**src/rtl/silife_pkg.sv**
```systemverilog
// Shared types and default sizes for the Game of Life cell array.
package silife_pkg;

  localparam int unsigned SILIFE_ROWS = 8;
  localparam int unsigned SILIFE_COLS = 8;

  typedef logic [SILIFE_ROWS-1:0][SILIFE_COLS-1:0] cell_grid_t;
  typedef logic [3:0]                              nbr_count_t;

endpackage

```
**src/rtl/silife_cell.sv**
```systemverilog
// One Game of Life cell: neighbour popcount, life rule and the state flop.
module silife_cell
  import silife_pkg::*;
(
  input  logic       clk,
  input  logic       reset,
  input  logic       enable,
  input  logic       set,
  input  logic [7:0] nbrs,
  output logic       alive
);

  nbr_count_t count;
  logic       alive_d;
  logic       alive_q;

  // Count live neighbours and apply the rule; set only ever forces alive.
  always_comb begin
    count = '0;
    for (int i = 0; i < 8; i++) begin
      count = count + nbr_count_t'(nbrs[i]);
    end
    if (enable) begin
      alive_d = (count == 4'd3) | (alive_q & (count == 4'd2)) | set;
    end else begin
      alive_d = alive_q | set;
    end
  end

  // Cell state; asynchronous reset clears it immediately.
  always_ff @(posedge clk or posedge reset) begin
    if (reset) begin
      alive_q <= 1'b0;
    end else begin
      alive_q <= alive_d;
    end
  end

  assign alive = alive_q;

endmodule

```
**src/rtl/silife_grid8x8.sv**
```systemverilog
// Game of Life cell array: wires each cell to its 8 neighbours.
// Define SILIFE_WRAP_EN for a toroidal grid; otherwise off-grid neighbours read as dead.
module silife_grid8x8
  import silife_pkg::*;
#(
  parameter int unsigned ROWS = SILIFE_ROWS,
  parameter int unsigned COLS = SILIFE_COLS
) (
  input  logic                      clk,
  input  logic                      reset,
  input  logic                      enable,
  input  logic [ROWS-1:0][COLS-1:0] set_cells,
  output logic [ROWS-1:0][COLS-1:0] cells
);

  for (genvar r = 0; r < int'(ROWS); r++) begin : g_row
    for (genvar c = 0; c < int'(COLS); c++) begin : g_col
      logic [7:0] nbrs;

      // Neighbour k: rows above (k=0..2), same row (k=3,4), below (k=5..7).
      for (genvar k = 0; k < 8; k++) begin : g_nbr
        localparam int DR = (k < 3) ? -1 : ((k < 5) ? 0 : 1);
        localparam int DC = (k == 0 || k == 3 || k == 5) ? -1 :
                            ((k == 1 || k == 6) ? 0 : 1);
        localparam int RN = r + DR;
        localparam int CN = c + DC;
`ifdef SILIFE_WRAP_EN
        localparam int RW = (RN + int'(ROWS)) % int'(ROWS);
        localparam int CW = (CN + int'(COLS)) % int'(COLS);
        assign nbrs[k] = cells[RW][CW];
`else
        if (RN >= 0 && RN < int'(ROWS) && CN >= 0 && CN < int'(COLS)) begin : g_in
          assign nbrs[k] = cells[RN][CN];
        end else begin : g_off
          assign nbrs[k] = 1'b0;
        end
`endif
      end

      silife_cell u_cell (
        .clk    (clk),
        .reset  (reset),
        .enable (enable),
        .set    (set_cells[r][c]),
        .nbrs   (nbrs),
        .alive  (cells[r][c])
      );
    end
  end

endmodule

```
**config.mk**
```make
export PLATFORM = sky130hd
export DESIGN_NAME = silife_grid8x8
export DESIGN_NICKNAME = d
export VERILOG_FILES = /design/src/rtl/silife_pkg.sv /design/src/rtl/silife_cell.sv /design/src/rtl/silife_grid8x8.sv
export SDC_FILE = /design/constraint.sdc
export NUM_CORES = 1
export LEC_CHECK = 0
export CORE_ASPECT_RATIO = 1.1
export CORE_MARGIN = 2
export CORE_UTILIZATION = 55
export DETAILED_ROUTE_END_ITERATION = 6
export PLACE_DENSITY = 0.88
export SLEW_MARGIN = 20
export SYNTH_ARGS = -nofsm -noshare
export SYNTH_HDL_FRONTEND = slang
export SYNTH_HIERARCHICAL = 1
export SYNTH_SLANG_ARGS = --single-unit
export TNS_END_PERCENT = 50
```
**constraint.sdc**
```tcl
create_clock -name clk -period 3.9 [get_ports clk]
set_clock_uncertainty 0.05 [all_clocks]
set_input_delay 1.17 -clock clk [delete_from_list [all_inputs] [get_ports clk]]
set_output_delay 1.17 -clock clk [all_outputs]
set_load 0.05 [all_outputs]
```
# After elaboration in Yosys (flattened, before gate mapping)
# Cells that the tools add are included.
word_totals:
  register_bits: 64
  output_inout_bits: 64
  elab_cells: 861
op_classes:
  addsub: 349
  eq_ne: 128
  muxes: 64
  bitwise: 256
ops:
  columns: ["op", "n"]
  rows:
  - ["$add 4x1->4", 291]
  - ["$eq 4x2->1 const B", 128]
  - ["$or 1x1->1", 192]
  - ["$add 1x1->2", 57]
  - ["$and 1x1->1", 64]
  - ["$mux 1", 64]
  - ["$add 2x1->3", 1]

# Logic depth before layout (Yosys ltp)
# Gate-level depths: netlist of run 1.
depth:
  depth_word: 12
  depth_mapped: 10

# Cells and area by module
# Netlist of run 1, hierarchy kept.
modules_own_cells:
  columns: ["mod", "n_inst", "cells_each", "area_per_inst_um2", "seq_area_each_um2"]
  rows:
  - ["silife_cell at g_row[0].g_col[0].u_cell ...", 40, 28, 237.7, 25.0]
  - ["silife_cell at g_row[2].g_col[2].u_cell ...", 24, 28, 231.5, 25.0]
  - ["silife_grid8x8", 1, 1, 3.8, 0.0]

# Worst setup path before layout of run 1
# Ideal clock, no wire load.
synth_timing:
  path_kind: "flip-flop to flip-flop"
  startpoint: "register g_row[1].g_col[1].u_cell.alive_q"
  endpoint: "register g_row[2].g_col[2].u_cell.alive_q"
  setup_time_ps: 118
  t_arrival_ps: 3295
  t_required_ps: 3732
  path_slack_ps: 436
  stages_incl_launch_ff: 10
  path_cell_list: "dfrtp_1 inv_1 fa_1 fa_1 fa_1 inv_1 ha_1 fa_1 a41o_1 a21o_1"
synth_between:
  elab_chain_cells: 12
  word_cells_on_any_way: 13
  classes_between: "7 x add/sub; 2 x eq/ne; 1 x mux; 3 x bitwise"
synth_rtl:
  columns: ["item", "line", "rtl"]
  rows:
  - ["start, declared", "silife_cell.sv:15", "logic alive_q;"]
  - ["start signal, assigned", "silife_cell.sv:35", "alive_q <= alive_d;"]
  - ["$add 1x1->2 *", "silife_cell.sv:21", "count = count + nbr_count_t'(nbrs[i]);"]
  - ["$add 4x1->4 * (6 in a row)", "silife_cell.sv:21", null]
  - ["$eq 4x2->1", "silife_cell.sv:24", "alive_d = (count == 4'd3) | (alive_q & (count == 4'd2)) | set;"]
  - ["$and 1x1->1", "silife_cell.sv:24", null]
  - ["$or 1x1->1 * (2 in a row)", "silife_cell.sv:24", null]
  - ["$mux 1 *", "silife_cell.sv:23", "if (enable) begin"]
  - ["net g_row[2].g_col[2].u_cell.alive_d", "silife_cell.sv:14", "logic alive_d;"]
  - ["end signal, assigned", "silife_cell.sv:35", null]
  - ["end, declared", "silife_cell.sv:15", null]
# Mark *: on every way through the listed nets, which the timed path passes. The rest lies on a longest branch.

# Worst setup path after layout of run 1
layout_timing:
  startpoint: "register g_row[5].g_col[5].u_cell.alive_q"
  endpoint: "register g_row[6].g_col[6].u_cell.alive_q"
layout_between:
  elab_chain_cells: 12
  word_cells_on_any_way: 13
  classes_between: "7 x add/sub; 2 x eq/ne; 1 x mux; 3 x bitwise"
layout_rtl:
  columns: ["item", "line"]
  rows:
  - ["start, declared", "silife_cell.sv:15"]
  - ["start signal, assigned", "silife_cell.sv:35"]
  - ["$add 1x1->2 *", "silife_cell.sv:21"]
  - ["$add 4x1->4 * (6 in a row)", "silife_cell.sv:21"]
  - ["$eq 4x2->1", "silife_cell.sv:24"]
  - ["$and 1x1->1", "silife_cell.sv:24"]
  - ["$or 1x1->1 * (2 in a row)", "silife_cell.sv:24"]
  - ["$mux 1 *", "silife_cell.sv:23"]
  - ["net g_row[6].g_col[6].u_cell.alive_d", "silife_cell.sv:14"]
  - ["end signal, assigned", "silife_cell.sv:35"]
  - ["end, declared", "silife_cell.sv:15"]
# Marked as above.

==> results of run 1 <==
==> cells in the final DEF, fill, tap and decap left out, drive strengths merged, types with 24 or more instances in the layout <==
| master | Yosys | routed |
|---|---|---|
| inv | 856 | 856 |
| fa | 256 | 256 |
| ha | 192 | 192 |
| a21oi | 128 | 128 |
| clkdlybuf4s50 | 0 | 128 |
| conb | 1 | 92 |
| nand2 | 64 | 64 |
| dfrtp | 64 | 64 |
| o21ai | 64 | 64 |
| nand4b | 40 | 40 |
| nor2 | 40 | 40 |
| a2bb2oi | 40 | 40 |
| a41o | 24 | 24 |
| a21o | 24 | 24 |
==> worst register-to-register path, delay by kind of cell (launching register included) <==
family                     cells  cell delay (ns)
AOI/OAI and AO/OA              2             0.42
buffers and inverters          2             0.17
adders and majority gates      5             2.15
DFF                            1             0.58
==> area by class of cell <==
cell class	count	area, sq um
well taps	357	446.7
clock inverters	3	40.04
inverters	856	3213
diodes	2	5.005
repair buffers	151	1480
clock buffers	13	260.3
multi-input cells	964	10600
flip-flops and latches	64	1602
fillers	2227	9316
==> Yosys cell counts <==
master and count:
nor2_1 40, o21ai_0 40, o21ai_1 24, nand4b_1 40, inv_1 856, a41o_1 24
a21o_1 24, a21oi_1 128, ha_1 192, fa_1 256, dfrtp_1 64, a2bb2oi_2 40
nand2_1 64, conb_1 1
==> worst paths after layout <==
path | end | slack [ns] | startpoint
worst max register to register | g_row[6].g_col[6].u_cell/alive | 0.45 | g_row[5].g_col[5].u_cell/alive
min in group asynchronous | g_row[0].g_col[1].u_cell/alive | 1.03 | reset
worst max-delay path | g_row[6].g_col[6].u_cell/alive | 0.45 | g_row[5].g_col[5].u_cell/alive
max in group asynchronous | g_row[3].g_col[0].u_cell/alive | 2.48 | reset
worst min-delay path | g_row[7].g_col[0].u_cell/alive | 0.73 | g_row[7].g_col[0].u_cell/alive
worst min register to register | g_row[7].g_col[0].u_cell/alive | 0.73 | g_row[7].g_col[0].u_cell/alive
==> cells by family after synthesis <==
| group | share of synthesized area, % |
|---|---|
| AO/OA/AOI/OAI | 13.15 |
| flip-flops | 10.63 |
| other | 0.02489 |
| AND/OR/NAND/NOR | 4.916 |
| adder cells (fa/ha/maj) | 49.95 |
| buffers and inverters | 21.32 |
==> metal layers <==
metal / vias up / GRT usage, % / share of wire [%]
met1: 5907 / 27.27 / 40
met3: 51 / 3.505 / 4.1
met5: - / 0 / 0.051
met4: 2 / 6.711 / 1.8
li1: 5606 / - / -
met2: 235 / 45.21 / 54
==> per-stage QoR <==
| stage | setup WS [ns] | cells | instance area, sq um | util [%] | hold slack (ns) |
|---|---|---|---|---|---|
| floorplan | 0.4365 | 1884 | 15410 | - | 0.8487 |
| global placement | 0.5382 | 2392 | 17340 | 64.31 | 0.7086 |
| detailed placement | 0.4555 | 2392 | 17340 | 64.31 | 0.7282 |
| CTS | 0.4396 | 2408 | 17640 | 65.42 | 0.7415 |
| global route | 0.3038 | 2409 | 17640 | 65.43 | 0.7684 |
| finish | 0.4472 | 2410 | 17640 | 65.44 | 0.7329 |
==> impl_metrics.yaml, run 1 <==
run_status:
  status: "complete, no violations"
global_routing:
  grt-ovfl-total: 0
  grt_pass1_vias: 12860
  grt_max_degree: 76
  grt_util_all_layers_pct: 23.63
  grt_pass1_wl_mm: 55.75
  antenna_found_initial: 2
yosys:
  syn_area_per_cell_sq_um: 8.404
  syn-cell-area_sq_um: 15070
  ys_ff_latch: 64
  synth.area.top_cells: "fa_1 34%, inv_1 21%, ha_1 16%, dfrtp_1 11%, a21oi_1 4.3%"
  synth_cells: 1793
  synth_warnings: 6
  synth-seq-area-share_pct: 10.63
  yosysTopAreaCell: "fa_1"
  synthDistinctLibCells: 14
  synth_top_area_share_pct: 34.01
clock_tree:
  cts_root_buffer: "clkbuf_16"
  clk_path_buf_depth: 2
  clk_pin_slew_ns: 0.07
  cts_hold_buf: 0
  postCtsResizedCells: 0
  clock-sinks: 64
  cts_made_buffers: 9
  cts_tree: "done"
  clock_latency_ns: 0.34
  htree_levels: 3
  cts_setup_buffers: 0
min_path:
  hold_path_class: "flop to flop"
  hold_depth: 3
timing:
  drv_slew: 0
  relSlewSlack_pct: 36.50
  finalHoldViolCount: 0
  post-route-period-util_pct: 88.53
  finalCriticalPeriod_ns: 3.453
  max_freq_mhz: 289.6
  fin_setup_tns_ns: 0
  setup_viol: 0
  rsz0062_at_grt: "false"
  worstMarginPinSlew_ns: 0.9525
detailed_routing:
  drtAntennaViolNets: 0
  drc_errors: 0
  num_vias: 11800
  drt-initial-drc-count: 482
  avgRoutedWirePerCell_um: 13.07
  drt_pass1_iterations: 5
  routed_wl_mm: 31.49
  avgViaCountPerCell: 4.897
worst_setup_path:
  crit_arrival_ns: 3.64
  worstSetupEndpointType: "flop"
  startpoint_type: "flop"
  crit_top_cell: "fa_1"
  slowest_delay_ns: 0.58
  path_delay_family: "adder cells"
  critPathSlowestCell: "dfrtp_1"
  crit_chain: "inv_1 > fa_1 > fa_1 > fa_1 > inv_1 > ha_1 > fa_1 > a41o_1 > a21o_1"
  rr_worst_depth: 9
  crit_cells: 9
  crit_required_ns: 4.09
  crit_buf_inv: 2
  cp_max_fo: 10
  critPathKind: "flop to flop"
placed_design:
  portBuffers: 130
  gp_congestion: 0.7888
  hpwl_mm: 24.98
floorplan:
  start_util_pct: 55.89
  pin_count: 131
  num_rows: 63
  dieArea_sq_um: 28740
  core-area_sq_um: 26960
  die_w_um: 161.8
  die_y_um: 177.6
finish:
  syn_to_final_growth_pct: 17.08
  largest_register_ffs: 64
  drive_above_1_share_pct: 3.754
  finalNetCount: 2561
flow_run:
  drv_cap: 0
Power of run 1 is not shown: default switching activity piles up to over one toggle a cycle in this logic, so the estimate is an artifact.
==> inputs of run 2 (changes only) <==
==> constraint.sdc (replaced) <==
create_clock -name clk -period 3.4 [get_ports clk]
set_clock_uncertainty 0.05 [all_clocks]
set_input_delay 1.02 -clock clk [delete_from_list [all_inputs] [get_ports clk]]
set_output_delay 1.02 -clock clk [all_outputs]
set_load 0.05 [all_outputs]
==> run 2 against run 1 <==
  * Via count rose by 0.66%
  * Cell count rose by 1.1%
  * Critical endpoint is now g_row[3].g_col[1].u_cell/alive
  * Global-route usage rose by 0.12 points
  * Highest routed layer unchanged
  * Wire length rose by 1.5%
  * Count of clock-buffer cells in the layout fell by 3
  * Largest cell class unchanged
  * First-iteration DRC count rose by 19%
==> impl_metrics.yaml, run 2 (synthesized netlist as in run 1, its figures left out) <==
worst_setup_path:
  crit_chain: "inv_1 > fa_1 > fa_1 > fa_1 > inv_1 > ha_1 > fa_1 > a41o_1 > a21o_1"
  cp_max_fo: 7
  worstSetupEndpointType: "flop"
  startpoint_type: "flop"
  crit_arrival_ns: 3.45
  critPathKind: "flop to flop"
  path_delay_family: "adder cells"
  critPathSlowestCell: "fa_1"
  crit_top_cell: "fa_1"
  slowest_delay_ns: 0.56
  crit_required_ns: 3.58
  crit_buf_inv: 2
timing:
  finalCriticalPeriod_ns: 3.274
  drv_slew: 0
  rsz0062_at_grt: "false"
  worstMarginPinSlew_ns: 0.9080
  post-route-period-util_pct: 96.29
  finalHoldViolCount: 0
  max_freq_mhz: 305.5
  relSlewSlack_pct: 39.47
  setup_viol: 0
floorplan:
  dieArea_sq_um: 28740
  start_util_pct: 55.89
  die_y_um: 177.6
  core-area_sq_um: 26960
  die_w_um: 161.8
  pin_count: 131
  num_rows: 63
detailed_routing:
  drt-initial-drc-count: 575
  drc_errors: 0
  routed_wl_mm: 31.97
  drt_pass1_iterations: 5
  avgViaCountPerCell: 4.876
  avgRoutedWirePerCell_um: 13.13
  num_vias: 11880
  drtAntennaViolNets: 0
flow_run:
  drv_cap: 0
finish:
  finalNetCount: 2589
  largest_register_ffs: 64
  layout_common_cells: "855 x inv_1, 256 x fa_1, 192 x ha_1, 128 x a21oi_1, 128 x clkdlybuf4s50_1"
  antennaDiodeCount: 0
  syn_to_final_growth_pct: 19.02
  post-route-util_pct: 66.53
  drive_above_1_share_pct: 6.638
  final_common_cell: "inv_1"
global_routing:
  grt_pass1_vias: 13090
  grt_util_all_layers_pct: 23.75
  antenna_found_initial: 1
  grt_pass1_wl_mm: 56.04
  grt-ovfl-total: 0
  grt_max_degree: 65
clock_tree:
  cts_tree: "done"
  cts_made_buffers: 9
  clock_latency_ns: 0.35
  clock-sinks: 64
  cts_hold_buf: 0
  cts_root_buffer: "clkbuf_16"
  clk_pin_slew_ns: 0.07
  clk_path_buf_depth: 2
  htree_levels: 3
  postCtsResizedCells: 0
  cts_setup_buffers: 0
placed_design:
  portBuffers: 130
  hpwl_mm: 26.00
  gp_congestion: 0.8060
min_path:
  hold_path_class: "flop to flop"
run_status:
  status: "complete, no violations"
[run 2: cell type report]
type,count,area (sq um)
repair buffers,179,1703
multi-input cells,964,10600
clock inverters,6,107.6
inverters,856,3213
clock buffers,10,229.0
flip-flops and latches,64,1640
fillers,2145,9024
well taps,357,446.7
[run 2: per-stage QoR]
step	worst slack (ns)	cells	cell area [sq um]	TNS, ns	hold slack, ns
3_5_place_dp	0.1338	2420	17590	0	0.7266
5_1_grt	0.01923	2436	17930	0	0.7468
4_1_cts	0.1118	2436	17930	0	0.7385
3_3_place_gp	0.1849	2420	17590	0	0.7125
2_1_floorplan	-0.04215	1884	15440	-0.1462	0.6987
6_report	0.1263	2436	17930	0	0.7057
[run 2: metal layers]
| metal | wire (um) | GRT usage (%) | vias up |
|---|---|---|---|
| met5 | 13 | 0 | - |
| met4 | 647 | 7.780 | 2 |
| met3 | 1234 | 3.015 | 54 |
| met2 | 17380 | 45.74 | 211 |
| met1 | 12700 | 27.05 | 5951 |
| li1 | - | - | 5661 |
[run 2: final timing paths]
| kind | slack [ns] | to | start | cells after the start |
|---|---|---|---|---|
| worst max-delay path | 0.13 | g_row[3].g_col[1].u_cell/alive | g_row[2].g_col[0].u_cell/alive | 9 |
| worst min register to register | 0.71 | g_row[6].g_col[0].u_cell/alive | g_row[6].g_col[0].u_cell/alive | 3 |
| max in group asynchronous | 2.18 | g_row[5].g_col[5].u_cell/alive | reset | 3 |
| min in group asynchronous | 0.92 | g_row[1].g_col[0].u_cell/alive | reset | 3 |
| worst min-delay path | 0.71 | g_row[6].g_col[0].u_cell/alive | g_row[6].g_col[0].u_cell/alive | 3 |
| worst max register to register | 0.13 | g_row[3].g_col[1].u_cell/alive | g_row[2].g_col[0].u_cell/alive | 9 |
[run 2: worst min-delay path, stage by stage (launching register included)]
cell     delay [ns]
dfrtp_2        0.44
a21oi_1        0.06
a21oi_1        0.12
a21o_1         0.11
Power of run 2 is left out for the same reason.
==> RTL change (settings of run 1) <==
The option `SILIFE_WRAP_EN` is turned on by a define.
--- a/src/rtl/silife_grid8x8.sv
+++ b/src/rtl/silife_grid8x8.sv
@@ -2,2 +2,4 @@
 // Define SILIFE_WRAP_EN for a toroidal grid; otherwise off-grid neighbours read as dead.
+`define SILIFE_WRAP_EN
+
 module silife_grid8x8
Check against the original RTL: not equivalent (Yosys sat finds a counterexample within 4 cycles, from zero or initial values and one cycle with reset high).
==> RTL change against run 1 <==
First-iteration DRC count increased by 28%; count of clock-buffer cells in the layout decreased by 1; cell area decreased by 1.3%; sequential cell count unchanged; synthesized cell count about the same; wire length increased by 19%; non-clock buffer count increased by 19; via count increased by 3.3%; final cell count decreased by 3.1%; setup slack got worse by 0.12 ns; synthesized area about the same.
Power is left out: the tool's default activity adds up to more than one toggle a clock period on the data nets, which glitch-free logic cannot reach.
==> RTL change: results (changes against run 1) <==
Detailed routing
  – Initial DRC count: 618 (+28%)
  – 1st-pass router iterations: 5 (unchanged)
  – Via/cell ratio: 5.22 (+6.6%)
  – WL/cell: 16.0 um (+22%)

Critical path
  – Max FO, Critical Path: 10 (unchanged)
  – Worst r2r src: g_row[7].g_col[6].u_cell/alive$_DFF_PP0_
  – Setup slack, reg-to-reg: 0.33 ns (-0.12 ns)
  – Startpoint types: flop
  – Worst Reg2Reg Path Length in Cells: 10 (+1)
  – WP data arrival: 3.81 ns (+0.17 ns)
  – Crit path to: g_row[0].g_col[7].u_cell/alive$_DFF_PP0_

Clocking
  – Worst-skew pair later-pin latency: 0.37 ns (+0.03 ns)
  – Post-CTS setup repair buffer count: 0 (unchanged)
  – Post_cts resized: 0 (unchanged)
  – Root buf cell: clkbuf_16
  – Clock-pin slew on the worst setup and hold paths: 0.07 ns (about the same)
  – CTS Buf Count: 9 (unchanged)
  – # H-tree levels: 3 (unchanged)
  – Max Root-Sink Buffers: 2 (unchanged)

Hold path
  – Hold_sp: g_row[6].g_col[4].u_cell/alive$_DFF_PP0_
  – Hold Path Class: reg -> reg

Layout
  – Antenna cells: 0 (-2)
  – Final net count: 2488 (-2.9%)
  – Max reg flops: 64 (unchanged)
  – Ratio of cells with drive above 1 in the final layout: 4.80% (+1.0 points)

Place
  – Post-Place Cell Area: 17100 um2 (-1.2%)
  – Port bufs: 130 (unchanged)
  – Pre-CTS setup slack: 0.414 ns (-0.0417 ns)
  – GPL Wtd Cong: 0.843 (+6.9%)
  – Dpl hpwl: 29700 um (+19%)

Logic synthesis
  – Yosys warns: 6 (unchanged)
  – Distinct cells, synth: 13 (-1)
  – Synth top cells by count: inv_1 (856), fa_1 (256), ha_1 (192)
  – Post-synthesis sequential area ratio: 10.6% (about the same)
  – Top cells by area, synth: fa_1 (34%), inv_1 (21%), ha_1 (16%)
  – FFs w/ async S/R, synth: 100% (unchanged)
  – Ys flop type: dfrtp_1
  – Post-Syn Nets: 2307

Timing
  – Count of final setup violators: 0 (unchanged)
  – Relative slew slack: 39.2% (+2.7 points)

Global routing
  – First-pass GRT wire length: 62400 um (+12%)
  – Initial antenna violation count: 0 (-2)
  – GRT Util Overall: 27.4% (+3.8 points)
  – Number of global-route vias before repair: 13502 (+5.0%)
  – Largest net degree at the start of global routing: 65 (-14%)

Flow run
  – Max cap viols: 0 (unchanged)

Status
  – Status: finished clean
-- RTL change: critical path, cell delays in order, from the launching register on --
cell       delay (ns)
dfrtp_1          0.66
inv_1            0.14
fa_1             0.58
fa_1             0.43
fa_1             0.50
inv_1            0.05
ha_1             0.20
fa_1             0.48
inv_1            0.05
a21oi_1          0.18
a2bb2oi_2        0.17
-- RTL change: area by class of cell --
type | count | area (um2)
inverter | 856 | 3210
clock buffer | 12 | 236
tap | 357 | 447
clock inverter | 4 | 45.0
multi-input combinational | 872 | 10200
timing repair buffer | 170 | 1620
fill | 2113 | 9540
sequential | 64 | 1600
-- RTL change: stage by stage --
step / hold slack (ns) / cells
detailed placement: 0.704 / 2319
global route: 0.818 / 2335
finish: 0.749 / 2335
floorplan: 0.849 / 1792
CTS: 0.736 / 2335
global placement: 0.706 / 2319
-- RTL change: worst min path at each step --
stage / endpoint / depth (start not counted)
2_1_floorplan: g_row[0].g_col[0].u_cell/alive$_DFF_PP0_ / 1
3_3_place_gp: g_row[6].g_col[4].u_cell/alive$_DFF_PP0_ / 3
3_5_place_dp: g_row[6].g_col[4].u_cell/alive$_DFF_PP0_ / 3
4_1_cts: g_row[6].g_col[4].u_cell/alive$_DFF_PP0_ / 3
5_1_grt: g_row[6].g_col[4].u_cell/alive$_DFF_PP0_ / 3
6_report: g_row[6].g_col[4].u_cell/alive$_DFF_PP0_ / 3
-- RTL change: logic make-up (layout without fill, tap and decap cells) --
| group | after synthesis | count (layout) | synth area share, % |
|---|---|---|---|
| fa+ha+maj | 448 | 448 | 50.0 |
| flops | 64 | 64 | 10.6 |
| simple gates | 144 | 144 | 4.92 |
| buf+inv | 856 | 1042 | 21.3 |
| compound gates | 280 | 280 | 13.2 |
-- RTL change: per-layer routing --
metal	vias to the layer above	track usage [%]	wire length, um	part of all wire (%)
li1	5559	-	-	-
met1	6075	31.5	14200	38
met2	424	48.7	19000	51
met3	130	4.93	2280	6.1
met4	0	14.9	1770	4.7
met5	-	0	0	0
